### config.mk
export PLATFORM = sky130hd
export DESIGN_NAME = accel_uart_packetizer
export DESIGN_NICKNAME = d
export VERILOG_FILES = /design/src/rtl/accel_uart_packetizer.sv
export SDC_FILE = /design/constraint.sdc
export NUM_CORES = 1
export LEC_CHECK = 0
export ABC_AREA = 1
export BUFFER_PORTS_ARGS = -buffer_cell sky130_fd_sc_hd__buf_2
export CAP_MARGIN = 20
export CORE_MARGIN = 3
export CORE_UTILIZATION = 46
export DETAILED_ROUTE_END_ITERATION = 16
export PLACE_DENSITY = 0.72
export SLEW_MARGIN = 15
export SYNTH_ARGS = -nofsm -noshare
export SYNTH_HDL_FRONTEND = slang
export SYNTH_SLANG_ARGS = --single-unit
### constraint.sdc
create_clock -name clk -period 5.3 [get_ports clk]
set_input_delay 0.53 -clock clk [delete_from_list [all_inputs] [get_ports clk]]
set_output_delay 0.53 -clock clk [all_outputs]
set_load 0.05 [all_outputs]
### src/rtl/accel_uart_packetizer.sv
// accel_uart_packetizer
//   Frames filtered accelerometer samples into a fixed byte packet and sends it over an 8N1
//   UART TX line. A new sample is flagged by a rising edge on the filter chip-select, which
//   is synchronized into the clk domain before edge detection.
//
//   Packet: SYNC_BYTE, X[7:0], X[15:8], Y[7:0], Y[15:8], Z[7:0], Z[15:8] [, checksum]
//
//   Optional feature macro: ACCEL_UART_CHECKSUM_EN
//     defined   -> 8-byte packet; the last byte is the XOR of the six data bytes
//     undefined -> 7-byte packet; no checksum logic
//
// Ports
//   clk       base clock, all logic on posedge
//   rst_n     synchronous active-low reset
//   in_cs_n   filter chip-select (async to clk); rising edge = new sample
//   in_x/y/z  16-bit filtered sample, stable from in_cs_n rise to the next rise
//   tx        UART serial out, idle high
//   busy      high from capture until the last stop bit completes
//   drop_cnt  selected samples lost because busy, saturating at 255
//
// CLK_FREQ / BAUD must be >= 4.

module accel_uart_packetizer #(
  parameter int unsigned CLK_FREQ  = 50_000_000,
  parameter int unsigned BAUD      = 115_200,
  parameter int unsigned DECIMATE  = 1,
  parameter logic [7:0]  SYNC_BYTE = 8'hA5
) (
  input  logic        clk,
  input  logic        rst_n,
  input  logic        in_cs_n,
  input  logic [15:0] in_x,
  input  logic [15:0] in_y,
  input  logic [15:0] in_z,
  output logic        tx,
  output logic        busy,
  output logic [7:0]  drop_cnt
);

  localparam int unsigned     BaudDiv = CLK_FREQ / BAUD;
  localparam int unsigned     TmrW    = (BaudDiv > 1) ? $clog2(BaudDiv) : 1;
  localparam logic [TmrW-1:0] TmrLast = TmrW'(BaudDiv - 1);
  localparam logic [7:0]      DecLast = 8'(DECIMATE - 1);
`ifdef ACCEL_UART_CHECKSUM_EN
  localparam logic [2:0]      LastByte = 3'd7;
`else
  localparam logic [2:0]      LastByte = 3'd6;
`endif

  typedef enum logic [1:0] {StIdle, StStart, StData, StStop} state_e;

  state_e          state_q, state_d;
  logic            sync1_q, sync2_q, sync3_q;
  logic [7:0]      dec_cnt_q, dec_cnt_d;
  logic [15:0]     x_q, x_d, y_q, y_d, z_q, z_d;
  logic [TmrW-1:0] tmr_q, tmr_d;
  logic [2:0]      bit_idx_q, bit_idx_d;
  logic [2:0]      byte_idx_q, byte_idx_d;
  logic            busy_q, busy_d;
  logic            tx_q, tx_d;
  logic [7:0]      drop_q, drop_d;

  logic            sample_evt;
  logic            selected;
  logic            bit_end;
  logic            pkt_done;
  logic            can_accept;
  logic            capture;
  logic            drop;
  logic [7:0]      cur_byte;

  assign sample_evt = sync2_q & ~sync3_q;
  assign selected   = sample_evt && (dec_cnt_q == 8'd0);
  assign bit_end    = (tmr_q == TmrLast);
  assign pkt_done   = (state_q == StStop) && bit_end && (byte_idx_q == LastByte);
  // A sample arriving on the edge that ends the last stop bit is taken, not dropped.
  assign can_accept = (state_q == StIdle) || pkt_done;
  assign capture    = selected && can_accept;
  assign drop       = selected && !can_accept;

`ifdef ACCEL_UART_CHECKSUM_EN
  logic [7:0] csum;
  assign csum = x_q[7:0] ^ x_q[15:8] ^ y_q[7:0] ^ y_q[15:8] ^ z_q[7:0] ^ z_q[15:8];
`endif

  // Byte currently on the wire, selected by the byte index.
  always_comb begin
    cur_byte = SYNC_BYTE;
    case (byte_idx_q)
      3'd1:    cur_byte = x_q[7:0];
      3'd2:    cur_byte = x_q[15:8];
      3'd3:    cur_byte = y_q[7:0];
      3'd4:    cur_byte = y_q[15:8];
      3'd5:    cur_byte = z_q[7:0];
      3'd6:    cur_byte = z_q[15:8];
`ifdef ACCEL_UART_CHECKSUM_EN
      3'd7:    cur_byte = csum;
`endif
      default: cur_byte = SYNC_BYTE;
    endcase
  end

  // State register and datapath flops.
  always_ff @(posedge clk) begin
    if (!rst_n) begin
      state_q    <= StIdle;
      sync1_q    <= 1'b1;
      sync2_q    <= 1'b1;
      sync3_q    <= 1'b1;
      dec_cnt_q  <= 8'd0;
      x_q        <= 16'd0;
      y_q        <= 16'd0;
      z_q        <= 16'd0;
      tmr_q      <= '0;
      bit_idx_q  <= 3'd0;
      byte_idx_q <= 3'd0;
      busy_q     <= 1'b0;
      tx_q       <= 1'b1;
      drop_q     <= 8'd0;
    end else begin
      state_q    <= state_d;
      sync1_q    <= in_cs_n;
      sync2_q    <= sync1_q;
      sync3_q    <= sync2_q;
      dec_cnt_q  <= dec_cnt_d;
      x_q        <= x_d;
      y_q        <= y_d;
      z_q        <= z_d;
      tmr_q      <= tmr_d;
      bit_idx_q  <= bit_idx_d;
      byte_idx_q <= byte_idx_d;
      busy_q     <= busy_d;
      tx_q       <= tx_d;
      drop_q     <= drop_d;
    end
  end

  // Next-state logic.
  always_comb begin
    state_d = state_q;
    unique case (state_q)
      StIdle:  if (capture) state_d = StStart;
      StStart: if (bit_end) state_d = StData;
      StData:  if (bit_end && (bit_idx_q == 3'd7)) state_d = StStop;
      StStop: begin
        if (bit_end) begin
          if (byte_idx_q != LastByte) begin
            state_d = StStart;
          end else begin
            state_d = capture ? StStart : StIdle;
          end
        end
      end
      default: state_d = StIdle;
    endcase
  end

  // Datapath next-state: timers, counters, holding registers.
  always_comb begin
    dec_cnt_d  = dec_cnt_q;
    x_d        = x_q;
    y_d        = y_q;
    z_d        = z_q;
    tmr_d      = tmr_q;
    bit_idx_d  = bit_idx_q;
    byte_idx_d = byte_idx_q;
    busy_d     = busy_q;
    drop_d     = drop_q;

    if (sample_evt) begin
      dec_cnt_d = (dec_cnt_q == DecLast) ? 8'd0 : dec_cnt_q + 8'd1;
    end

    if (capture) begin
      x_d = in_x;
      y_d = in_y;
      z_d = in_z;
    end

    // Timer idles at zero so the first start bit gets a full BAUD_DIV period.
    if ((state_q == StIdle) || bit_end) begin
      tmr_d = '0;
    end else begin
      tmr_d = tmr_q + TmrW'(1);
    end

    // Wraps 7 -> 0 on the last data bit, ready for the next byte.
    if ((state_q == StData) && bit_end) begin
      bit_idx_d = bit_idx_q + 3'd1;
    end

    if ((state_q == StStop) && bit_end) begin
      byte_idx_d = (byte_idx_q == LastByte) ? 3'd0 : byte_idx_q + 3'd1;
    end

    if (capture) begin
      busy_d = 1'b1;
    end else if (pkt_done) begin
      busy_d = 1'b0;
    end

    if (drop && (drop_q != 8'hFF)) begin
      drop_d = drop_q + 8'd1;
    end
  end

  // Output logic; tx is registered, so the line trails the state by one clk.
  always_comb begin
    tx_d = 1'b1;
    unique case (state_q)
      StStart: tx_d = 1'b0;
      StData:  tx_d = cur_byte[bit_idx_q];
      default: tx_d = 1'b1;
    endcase
  end

  assign tx       = tx_q;
  assign busy     = busy_q;
  assign drop_cnt = drop_q;

endmodule
After elaboration in Yosys (flattened, before gate mapping)
Cells that the tools add are included.

word-level totals
  register bits after elaboration = 86
  bits of input ports = 51
  output and inout port bits = 10
  logic and storage cells = 71

operators by class
  add/subtract/negate cells = 5
  order comparisons = 1
  equality and inequality tests = 17
  multiplexer cells = 15
  bitwise gates (word level) = 3
  reduce and logical (&&, ||, !) cells = 16

operators with widths
  kind                 count
  $pmux 8 s6           1
  $add 8x1->8 const B  2
  $eq 3x3->1 const B   4
  $add 9x1->9 const B  1
  $eq 9x9->1 const B   1
  $logic_and 1x1->1    8
  $logic_not 8->1      1
  $mux 2               4
  $mux 8               1
  $ne 2x2->1 const B   4
  $ne 8x8->1 const B   1
  $pmux 2 s4           1
  $add 3x1->3 const B  2
  $eq 3x2->1 const B   2
  $mux 1               5
  $eq 2x2->1 const B   2
  $lt 3x4->1 const B   1
  $reduce_and 4->1     1
  $bmux 1 s3           1
  $eq 3x1->1 const B   1
  $mux 3               1
  $ne 3x3->1 const B   1
  $eq 2x1->1 const B   1
  $logic_not 2->1      1
  7 further kinds      9

Longest topological paths before layout
Gate-level depths: netlist of the first run.

  depth in word-level cells = 9
  depth in mapped cells = 15
  gate-level depth less buffers = 13

Worst setup path after synthesis of the first run
Ideal clock, no wire load.

  path kind = register to register
  from = register drop_q[0] (netlist: drop_cnt[0])
  to = register drop_q[0] (netlist: drop_cnt[0])
  setup time = 0.148 ns
  arrival time = 1.719 ns
  data required time = 5.152 ns
  slack = 3.434 ns
  cell stages (with the launch flop) = 9
  path buffers = 0
  period minus slack after synthesis = 1.866 ns
  cell sequence = dfxtp_1 -> ha_1 -> nand4_1 -> nor2_1 -> nand2_1 -> nand3_4 -> inv_2 -> o21ai_0 -> a21oi_1

between the ends
  word-level cells in the longest chain between the ends = 2
  elaborated cells on any way between the ends = 3
  those cells by class = add/sub: 1; eq/ne: 1; reduce/logical: 1

ends and longest elaborated chain
  what                                                                 RTL line  source
  start, declared                                                      61        logic [7:0] drop_q, drop_d;
  start signal, assigned                                               134       drop_q <= drop_d;
  parallel branches: the longest is 2 deep, another holds $add 8x1->8  n/a

Parallel ways; which one is timed is not known.
A chain may end at the register's enable or synchronous reset.

Worst setup path after layout of the first run
  from = register byte_idx_q[2]
  to = register y_q[0]

between the ends
  word-level cells in the longest chain between the ends = 4

ends and longest elaborated chain
  what                    RTL line  source
  start, declared         58        logic [2:0] byte_idx_q, byte_idx_d;
  start signal, assigned  131       byte_idx_q <= byte_idx_d;
  $eq 3x3->1              75        assign pkt_done = (state_q == StStop) && bit_end && (byte_idx_q == LastByte);
  $logic_and 1x1->1       75
  $logic_or 1x1->1        77        assign can_accept = (state_q == StIdle) || pkt_done;
  $logic_and 1x1->1       78        assign capture = selected && can_accept;
  end signal, assigned    127       y_q <= y_d;
  end, declared           55        logic [15:0] x_q, x_d, y_q, y_d, z_q, z_d;

Every way passes these cells.

==> results of run 1 <==
metal layers:
| layer | wire length [um] | up-vias | global-route usage |
|---|---|---|---|
| met3 | 287 | 16 | 0.0317 |
| met1 | 4060 | 1692 | 0.231 |
| li1 | - | 1978 | - |
| met5 | 0 | - | 0 |
| met4 | 169 | 0 | 0.0675 |
| met2 | 4570 | 65 | 0.323 |
synthesized netlist by cell type:
library cell,instances,area (um2)
buf_6,12,135
clkbuf_1,7,26.3
or2_1,1,6.26
a211oi_1,1,7.51
a21oi_2,1,8.76
a31oi_1,1,6.26
nand4_2,1,12.5
dfxtp_1,86,1720
or2_2,3,18.8
ha_1,12,150
o21bai_1,1,7.51
xor2_1,3,26.3
nand2_2,3,18.8
nand2_1,93,349
o21ai_1,44,220
nor4_1,2,12.5
buf_1,1,3.75
nor3_1,9,45.0
nor2_1,124,465
inv_2,4,15.0
nand2_4,1,11.3
xnor2_1,2,17.5
nand3_2,1,10.0
nand4_1,26,163
o21ai_0,24,120
nor3b_1,4,30.0
a21oi_1,25,125
inv_1,50,188
buf_2,7,35.0
o31ai_1,1,7.51
nand3_4,1,17.5
buf_4,2,15.0
nor3_2,3,30.0
nand3_1,20,100
nor2_2,1,6.26
nor2_4,2,22.5
o211a_1,1,10.0
power groups by stage:
stage               Clock, mW  Combinational (mW)  Sequential (mW)
floorplan                   0               0.164            0.724
global placement            0               0.211            0.718
detailed placement          0               0.218            0.720
CTS                     0.503               0.220            0.705
global route            0.532               0.251            0.710
finish                  0.494               0.219            0.705
path summary, 6_finish.rpt:
| kind | startpoint | endpoint | slack [ns] | cells past startpoint |
|---|---|---|---|---|
| hold / removal | in_cs_n | sync1_q | 0.37 | 2 |
| setup reg to reg | byte_idx_q[2] | y_q[0] | 2.47 | 8 |
| hold reg to reg | sync2_q | sync3_q | 0.42 | 2 |
| setup / recovery | byte_idx_q[2] | y_q[0] | 2.47 | 8 |
kinds of logic (layout without fill, tap and decap cells):
family	after synthesis	after routing	share of synthesized area
xor+xnor	5	5	0.0105
fa+ha+maj	12	12	0.0360
buf+inv	83	130	0.100
simple gates	295	295	0.317
flops	86	86	0.413
compound gates	99	99	0.123
state kept, by name, summed over array words and instances, names as in the netlist, 2 cells and up:
name and count:
drop_cnt 8, tmr_q 9, x_q 16, y_q 16, state_q 2, byte_idx_q 3
z_q 16, bit_idx_q 3, dec_cnt_q 8
stage by stage:
step           std cells   util  hold slack, ns
2_1_floorplan        580      -           0.387
3_3_place_gp         719  0.500           0.402
3_5_place_dp         719  0.500           0.406
4_1_cts              735  0.525           0.367
5_1_grt              735  0.525           0.389
6_report             735  0.525           0.371
final cells by class:
| class | count | area (um2) | area share |
|---|---|---|---|
| clock inverters | 6 | 86.3 | 0.0188 |
| repair buffers | 60 | 300 | 0.0653 |
| clock buffers | 10 | 128 | 0.0277 |
| inverters | 54 | 203 | 0.0441 |
| well taps | 108 | 135 | 0.0294 |
| multi-input cells | 411 | 2030 | 0.440 |
| flip-flops and latches | 86 | 1720 | 0.374 |
worst reg2reg max path, delay by kind of cell, from the launching register on:
kind | cells | cell delay (ns)
buffers and inverters | 2 | 0.86
AND/OR/NAND/NOR | 6 | 0.96
flip-flops | 1 | 0.95
==> summary.md, run 1 <==
| Metric | Value |
|---|---|
| Average routed wire per standard cell | `12.4 um` |
| Leakage | `1.92 nW` |
| First-pass GRT wire length | `15600 um` |
| Clock network power share | `0.348` |
| PortBufs | `60` |
| Setup WS pre-CTS | `2.53 ns` |
| Setup Crit Path Kind | `register to register` |
| Crit-path max FO | `56` |
| Worst path cell trace | `nand3_2 > inv_2 > nand4_2 > nand2_2 > nand2_4 > inv_2 > nor2_1 > nor2_1` |
| Internal power | `1.02 mW` |
| Max-cap violations | `0` |
| CTS tree | `done` |
| Final ANT Viol Nets | `0` |
| Yosys warns | `0` |
| Unrepaired setup endpoints after global routing | `false` |
| Final period util | `0.534` |
| Relative slew slack | `0.370` |
| Vias in the first global route | `3625` |
| Hold crit path type | `primary input to register` |
| Peak supply drop | `0.202 mV` |
| Dpl hpwl | `6410 um` |
| Post-cts resize count | `0` |
| Largest net degree at the start of global routing | `61` |
| Sequential fraction of the synthesis area | `0.413` |
| CP delay by family, top | `flip-flops` |
| Setup TNS | `0 ns` |
| Layout cells sized above 1 | `0.153` |
| Initial drt markers | `138` |
| Die span in x | `101 um` |
| Die area | `0.0102 mm2` |
| Initial antenna violation count | `0` |
| Pwr dens | `308 mW/mm2` |
| Worst clock skew | `0.0131 ns` |
| Clk root buf | `clkbuf_8` |
| Clock tree buffer depth | `2` |
| Min cycle time layout | `2.83 ns` |
| Worst Setup Slack, final | `2.47 ns` |
| Fillers | `866` |
| WP buf/inv | `2` |
| #FFs+latches synth | `86` |
| Setup violators final | `0` |
| Slowest-stage cell, CP | `dfxtp_1` |
| Post-CTS Hold Buffers | `0` |
| Syn avg cell area | `7.18 um2` |
| Area after DPL | `0.00439 mm2` |
| Slew at the pin with the worst max-slew slack | `0.943 ns` |
| Peak Freq | `0.353 GHz` |
| Seq pwr share | `0.497` |
| Max Slew Vio Count | `0` |
| Critical Path AT | `3.11 ns` |
| Status | `finished, final reports clean` |
| Syn_nets | `643` |
| Worst-Skew Late Latency | `0.35 ns` |
| CP max stage delay | `0.95 ns` |
| Overflow after GRT | `0` |
| Drt total wl | `9090 um` |
| Final instance area | `0.00460 mm2` |
| Worst path required time | `5.58 ns` |
| Total Power | `1.42 mW` |
| Syn Inst Count | `580` |
| Vias | `3751` |
| Area grow syn2layout | `10.4%` |
| DRC | `0` |
| Most common cell after layout, fill and taps aside | `nor2_1` |
| Total global routing track utilization | `0.186` |
| Die height | `101 um` |
| I/O Pins | `61` |
| TritonCTS buffer count | `9` |
| DRT Pass-1 Iters | `4` |
| Vias per cell | `5.10` |
| # Post-CTS Setup Buffers | `0` |
| Switching Share | `0.278` |
| Final hold violation count | `0` |
| # diodes | `0` |
| H-tree depth reported by CTS | `3` |
| Std-Cell Rows | `34` |
| Global placement routability congestion | `0.846` |
| Sink Count | `86` |
| Fin nets | `685` |
| Critical Path End Type | `register` |
| Core Region | `0.00876 mm2` |
| Switching power summed over all nets | `394 uW` |
| Commonest non-fill, non-tap cells in the layout | `124 x nor2_1, 93 x nand2_1, 86 x dfxtp_1` |
| Startpoint Class | `register` |
| Clock-pin slew of the registers on the worst-case setup and hold paths | `0.09 ns` |
| Initial Utilization | `0.475` |
| Combinational power share | `0.154` |
| Unique cell type count in the Yosys netlist | `37` |
| Post-Syn Area | `0.00417 mm2` |
Note: power is estimated with default switching activity, not from simulation.
==> run 2, diff against run 1 <==
--- a/config.mk
+++ b/config.mk
@@ -5,13 +5,13 @@
 export SDC_FILE = /design/constraint.sdc
 export NUM_CORES = 1
 export LEC_CHECK = 0
-export ABC_AREA = 1
+export ABC_AREA = 0
 export BUFFER_PORTS_ARGS = -buffer_cell sky130_fd_sc_hd__buf_2
 export CAP_MARGIN = 20
 export CORE_MARGIN = 3
 export CORE_UTILIZATION = 46
 export DETAILED_ROUTE_END_ITERATION = 16
-export PLACE_DENSITY = 0.72
+export PLACE_DENSITY = 0.75
 export SLEW_MARGIN = 15
 export SYNTH_ARGS = -nofsm -noshare
 export SYNTH_HDL_FRONTEND = slang
==> constraint.sdc (replaced) <==
create_clock -name clk -period 2.35 [get_ports clk]
set_input_delay 0.235 -clock clk [delete_from_list [all_inputs] [get_ports clk]]
set_output_delay 0.235 -clock clk [all_outputs]
set_load 0.05 [all_outputs]
==> run 2 against run 1 <==
Against the previous run:
- first-iteration DRC count increased by 51%
- count of clock-buffer cells in the layout increased by 1
- cell count decreased by 11%
- flip-flop and latch count unchanged
- worst setup slack got worse by 2.3 ns
- clock skew decreased by 0.0017 ns
- largest cell class unchanged
- worst hold slack got worse by 0.31 ns
- cell area increased by 1.2%
- clock power increased by 110%
- global-route usage increased by 0.33 points
- non-clock buffer count increased by 13
- sequential power increased by 110%
==> summary.md, run 2 <==
| Metric | Value |
|---|---|
| Slowest-stage cell, CP | `dfxtp_1` |
| Fin nets | `609 (-11%)` |
| Reg area | `0.00172 mm2 (unchanged)` |
| CP max stage delay | `0.47 ns (-0.48 ns)` |
| Async SR Flop Fraction | `0 (unchanged)` |
| Total global routing track utilization | `0.189 (+0.00327)` |
| Vias | `3659 (-2.5%)` |
| Max Slew Vio Count | `0 (unchanged)` |
| # diodes | `0 (unchanged)` |
| Hold endpoint | `sync1_q` |
| Switching power summed over all nets | `612 uW (+55%)` |
| Final ANT Viol Nets | `0 (unchanged)` |
| Crit-path max FO | `11 (-80%)` |
| CTS tree | `done` |
| Worst path cell trace | `inv_1 > ha_1 > nor2b_1 > o41ai_1 > a21oi_1 > o311ai_0 > a221o_1` |
| DRT Pass-1 Iters | `4 (unchanged)` |
| Yosys warns | `0 (unchanged)` |
| DRC | `0 (unchanged)` |
| Clock tree buffer depth | `2 (unchanged)` |
| Startpoint Class | `register` |
| R2R setup slack | `0.19 ns (-2.28 ns)` |
| Initial drt markers | `208 (+51%)` |
| First-pass GRT wire length | `15500 um (-0.58%)` |
| Post-Syn Area | `0.00406 mm2 (-2.6%)` |
| Yosys top cell area share | `0.425 (+0.0112)` |
| Top-count cell post-synth | `dfxtp_1` |
| PortBufs | `60 (unchanged)` |
| Setup violators final | `0 (unchanged)` |
| Post-cts resize count | `0 (unchanged)` |
| Largest net degree at the start of global routing | `58 (-4.9%)` |
| FF-to-FF path depth | `7 (-1)` |
| Area grow syn2layout | `14.7%` |
| Yosys top cell by area | `dfxtp_1` |
| Commonest non-fill, non-tap cells in the layout | `86 x dfxtp_1, 69 x nand2_1, 68 x a21oi_1` |
| Internal power | `2.06 mW (+100%)` |
| Die height | `99.9 um (-1.3%)` |
| Global placement routability congestion | `0.861 (+1.7%)` |
| Status | `finished, final reports clean` |
| Largest registers | `x_q x16, y_q x16, z_q x16` |
| Average routed wire per standard cell | `14.5 um (+17%)` |
| Vias in the first global route | `3482 (-3.9%)` |
| Placed cells | `640 (-11%)` |
| Max-cap violations | `0 (unchanged)` |
| # Post-CTS Setup Buffers | `0 (unchanged)` |
| Switching Share | `0.229 (-0.0487)` |
| Finished Layout Cells | `656 (-11%)` |
| End of the worst register-to-register path | `tx` |
| Setup Crit Path Kind | `register to register` |
| Drt total wl | `9490 um (+4.4%)` |
| Clk root buf | `clkbuf_8` |
| Top post-synthesis cells by count | `86 x dfxtp_1, 69 x nand2_1, 68 x a21oi_1` |
| Sink Count | `86 (unchanged)` |
| Hold_sp | `in_cs_n` |
| Combinational power share | `0.054 (-0.100)` |
| Predominant post-synthesis flop cell | `dfxtp_1` |
| Hold crit path type | `primary input to register` |
| Vias per cell | `5.58 (+9.3%)` |
| Relative slew slack | `0.610 (+0.240)` |
| Unrepaired setup endpoints after global routing | `false` |
| Clock network power share | `0.387 (+0.039)` |
| Initial Utilization | `0.484 (+0.00850)` |
| Min cycle time layout | `2.16 ns (-0.673 ns)` |
| Slew at the pin with the worst max-slew slack | `0.584 ns (-0.359 ns)` |
| Final instance area | `0.00465 mm2 (+1.2%)` |
| Unique cell type count in the Yosys netlist | `50 (+35%)` |
| I/O Pins | `61 (unchanged)` |
| TritonCTS buffer count | `9 (unchanged)` |
| Area of the multi-input gates | `0.00214 mm2 (+5.9%)` |
| Leakage | `1.69 nW (-12%)` |
| Die span in x | `99.9 um (-1.3%)` |
| Worst clock skew | `0.0114 ns (-0.00168 ns)` |
| Pwr dens | `574 mW/mm2 (+86%)` |
| Seq pwr share | `0.558 (+0.061)` |
| Syn avg cell area | `8.14 um2 (+13%)` |
| Critical Path AT | `2.46 ns (-0.65 ns)` |
| Dpl hpwl | `6790 um (+5.8%)` |
| Layout cells sized above 1 | `0.171 (+0.0175)` |
| Worst path required time | `2.65 ns (-2.93 ns)` |
| Initial antenna violation count | `0 (unchanged)` |
| Peak Freq | `0.464 GHz (+31%)` |
| Top post-synthesis cells by area | `dfxtp_1 42%, a21oi_1 8.4%, o21ai_0 6.9%, nand2_1 6.4%, ha_1 3.7%` |
| Post-CTS Hold Buffers | `0 (unchanged)` |
| Overflow after GRT | `0 (unchanged)` |
| Post-synth EDFFs | `0 (unchanged)` |
| Sequential fraction of the synthesis area | `0.425 (+0.0112)` |
| Final period util | `0.918 (+0.384)` |
| Die area | `0.00998 mm2 (-2.5%)` |
| Fillers | `786 (-9.2%)` |
| Std-Cell Rows | `33 (-2.9%)` |
| Hold path cells | `2 (unchanged)` |
| Core Region | `0.00838 mm2 (-4.4%)` |
| H-tree depth reported by CTS | `3 (unchanged)` |
| Reg-to-reg startpoint | `byte_idx_q[2]` |
| Peak supply drop | `0.251 mV (+24%)` |
| Area after DPL | `0.00445 mm2 (+1.5%)` |
| Syn Inst Count | `498 (-14%)` |
| Clock-pin slew of the registers on the worst-case setup and hold paths | `0.08 ns (about the same)` |
| Final hold violation count | `0 (unchanged)` |
| Syn_nets | `561 (-13%)` |
| #FFs+latches synth | `86 (unchanged)` |
| Most common cell after layout, fill and taps aside | `dfxtp_1` |
| Setup TNS | `0 ns (unchanged)` |
| Worst-Skew Late Latency | `0.36 ns (about the same)` |
| Critical Path End Type | `register` |
-- run 2: cell types whose count changed in the layout (fill, tap and decap cells not counted), moves of 6 or more --
cell	before	now
a21oi_1	25	68
buf_4	0	12
inv_1	50	12
mux2i_1	0	15
nand2_1	93	69
nand2b_1	0	8
nand3_1	20	14
nand3b_1	0	7
nand4_1	26	3
nor2_1	124	29
nor2b_1	0	6
o21ai_0	24	56
o21ai_1	44	1
xnor2_1	2	8
-- run 2: final cells by class --
class / count / share of cell area
Inverter: 12 / 0.00968
Clock inverter: 5 / 0.0126
Sequential cell: 86 / 0.370
Clock buffer: 11 / 0.0304
Tap cell: 105 / 0.0282
Timing Repair Buffer: 73 / 0.0882
Multi-Input combinational cell: 364 / 0.461
-- run 2: routing by layer --
metal / vias up / global-route usage / routed length [um]
met3: 12 / 0.0299 / 495
met5: - / 0 / 0
li1: 1838 / - / -
met4: 0 / 0.0672 / 144
met2: 87 / 0.316 / 4600
met1: 1722 / 0.249 / 4260
-- run 2: logic make-up after synthesis --
kind of cell             after synthesis  share of synthesized area
adder cells (fa/ha/maj)               12                     0.0370
multiplexers                          18                     0.0454
XOR/XNOR                              15                     0.0324
flip-flops                            86                      0.425
buffers and inverters                 48                     0.0484
AO/OA/AOI/OAI                        154                      0.216
AND/OR/NAND/NOR                      165                      0.196
-- run 2: worst max path at each step --
stage / start / end / cells after the start
3_3_place_gp: tmr_q[1] / drop_cnt[5] / 7
5_1_grt: byte_idx_q[2] / tx / 7
3_5_place_dp: byte_idx_q[2] / tx / 7
6_report: byte_idx_q[2] / tx / 7
2_1_floorplan: byte_idx_q[2] / tx / 10
4_1_cts: tmr_q[1] / drop_cnt[5] / 7
-- run 2: through the flow --
| step | utilization | hold WS, ns | worst slack [ns] | power [mW] |
|---|---|---|---|---|
| 6_report | 0.555 | 0.0595 | 0.193 | 2.67 |
| 5_1_grt | 0.555 | 0.0676 | 0.0359 | 2.76 |
| 4_1_cts | 0.555 | 0.0502 | 0.194 | 2.69 |
| 3_5_place_dp | 0.531 | 0.400 | 0.224 | 1.67 |
| 3_3_place_gp | 0.531 | 0.396 | 0.288 | 1.67 |
| 2_1_floorplan | - | 0.336 | 0.160 | 1.60 |
-- run 2: worst max-delay path: cells and delay by family, from the launching register on --
kind | cells | cell delay, ns
AOI/OAI and AO/OA | 4 | 1.04
DFF | 1 | 0.47
adders and majority gates | 1 | 0.32
and+or+nand+nor | 1 | 0.19
buffers and inverters | 1 | 0.07
-- run 2: power by group through the flow --
stage	clock (mW)	sequential [mW]	combinational, mW
floorplan	0	1.52	0.0779
global placement	0	1.52	0.143
detailed placement	0	1.52	0.146
CTS	1.06	1.49	0.147
global route	1.11	1.49	0.162
finish	1.03	1.49	0.145
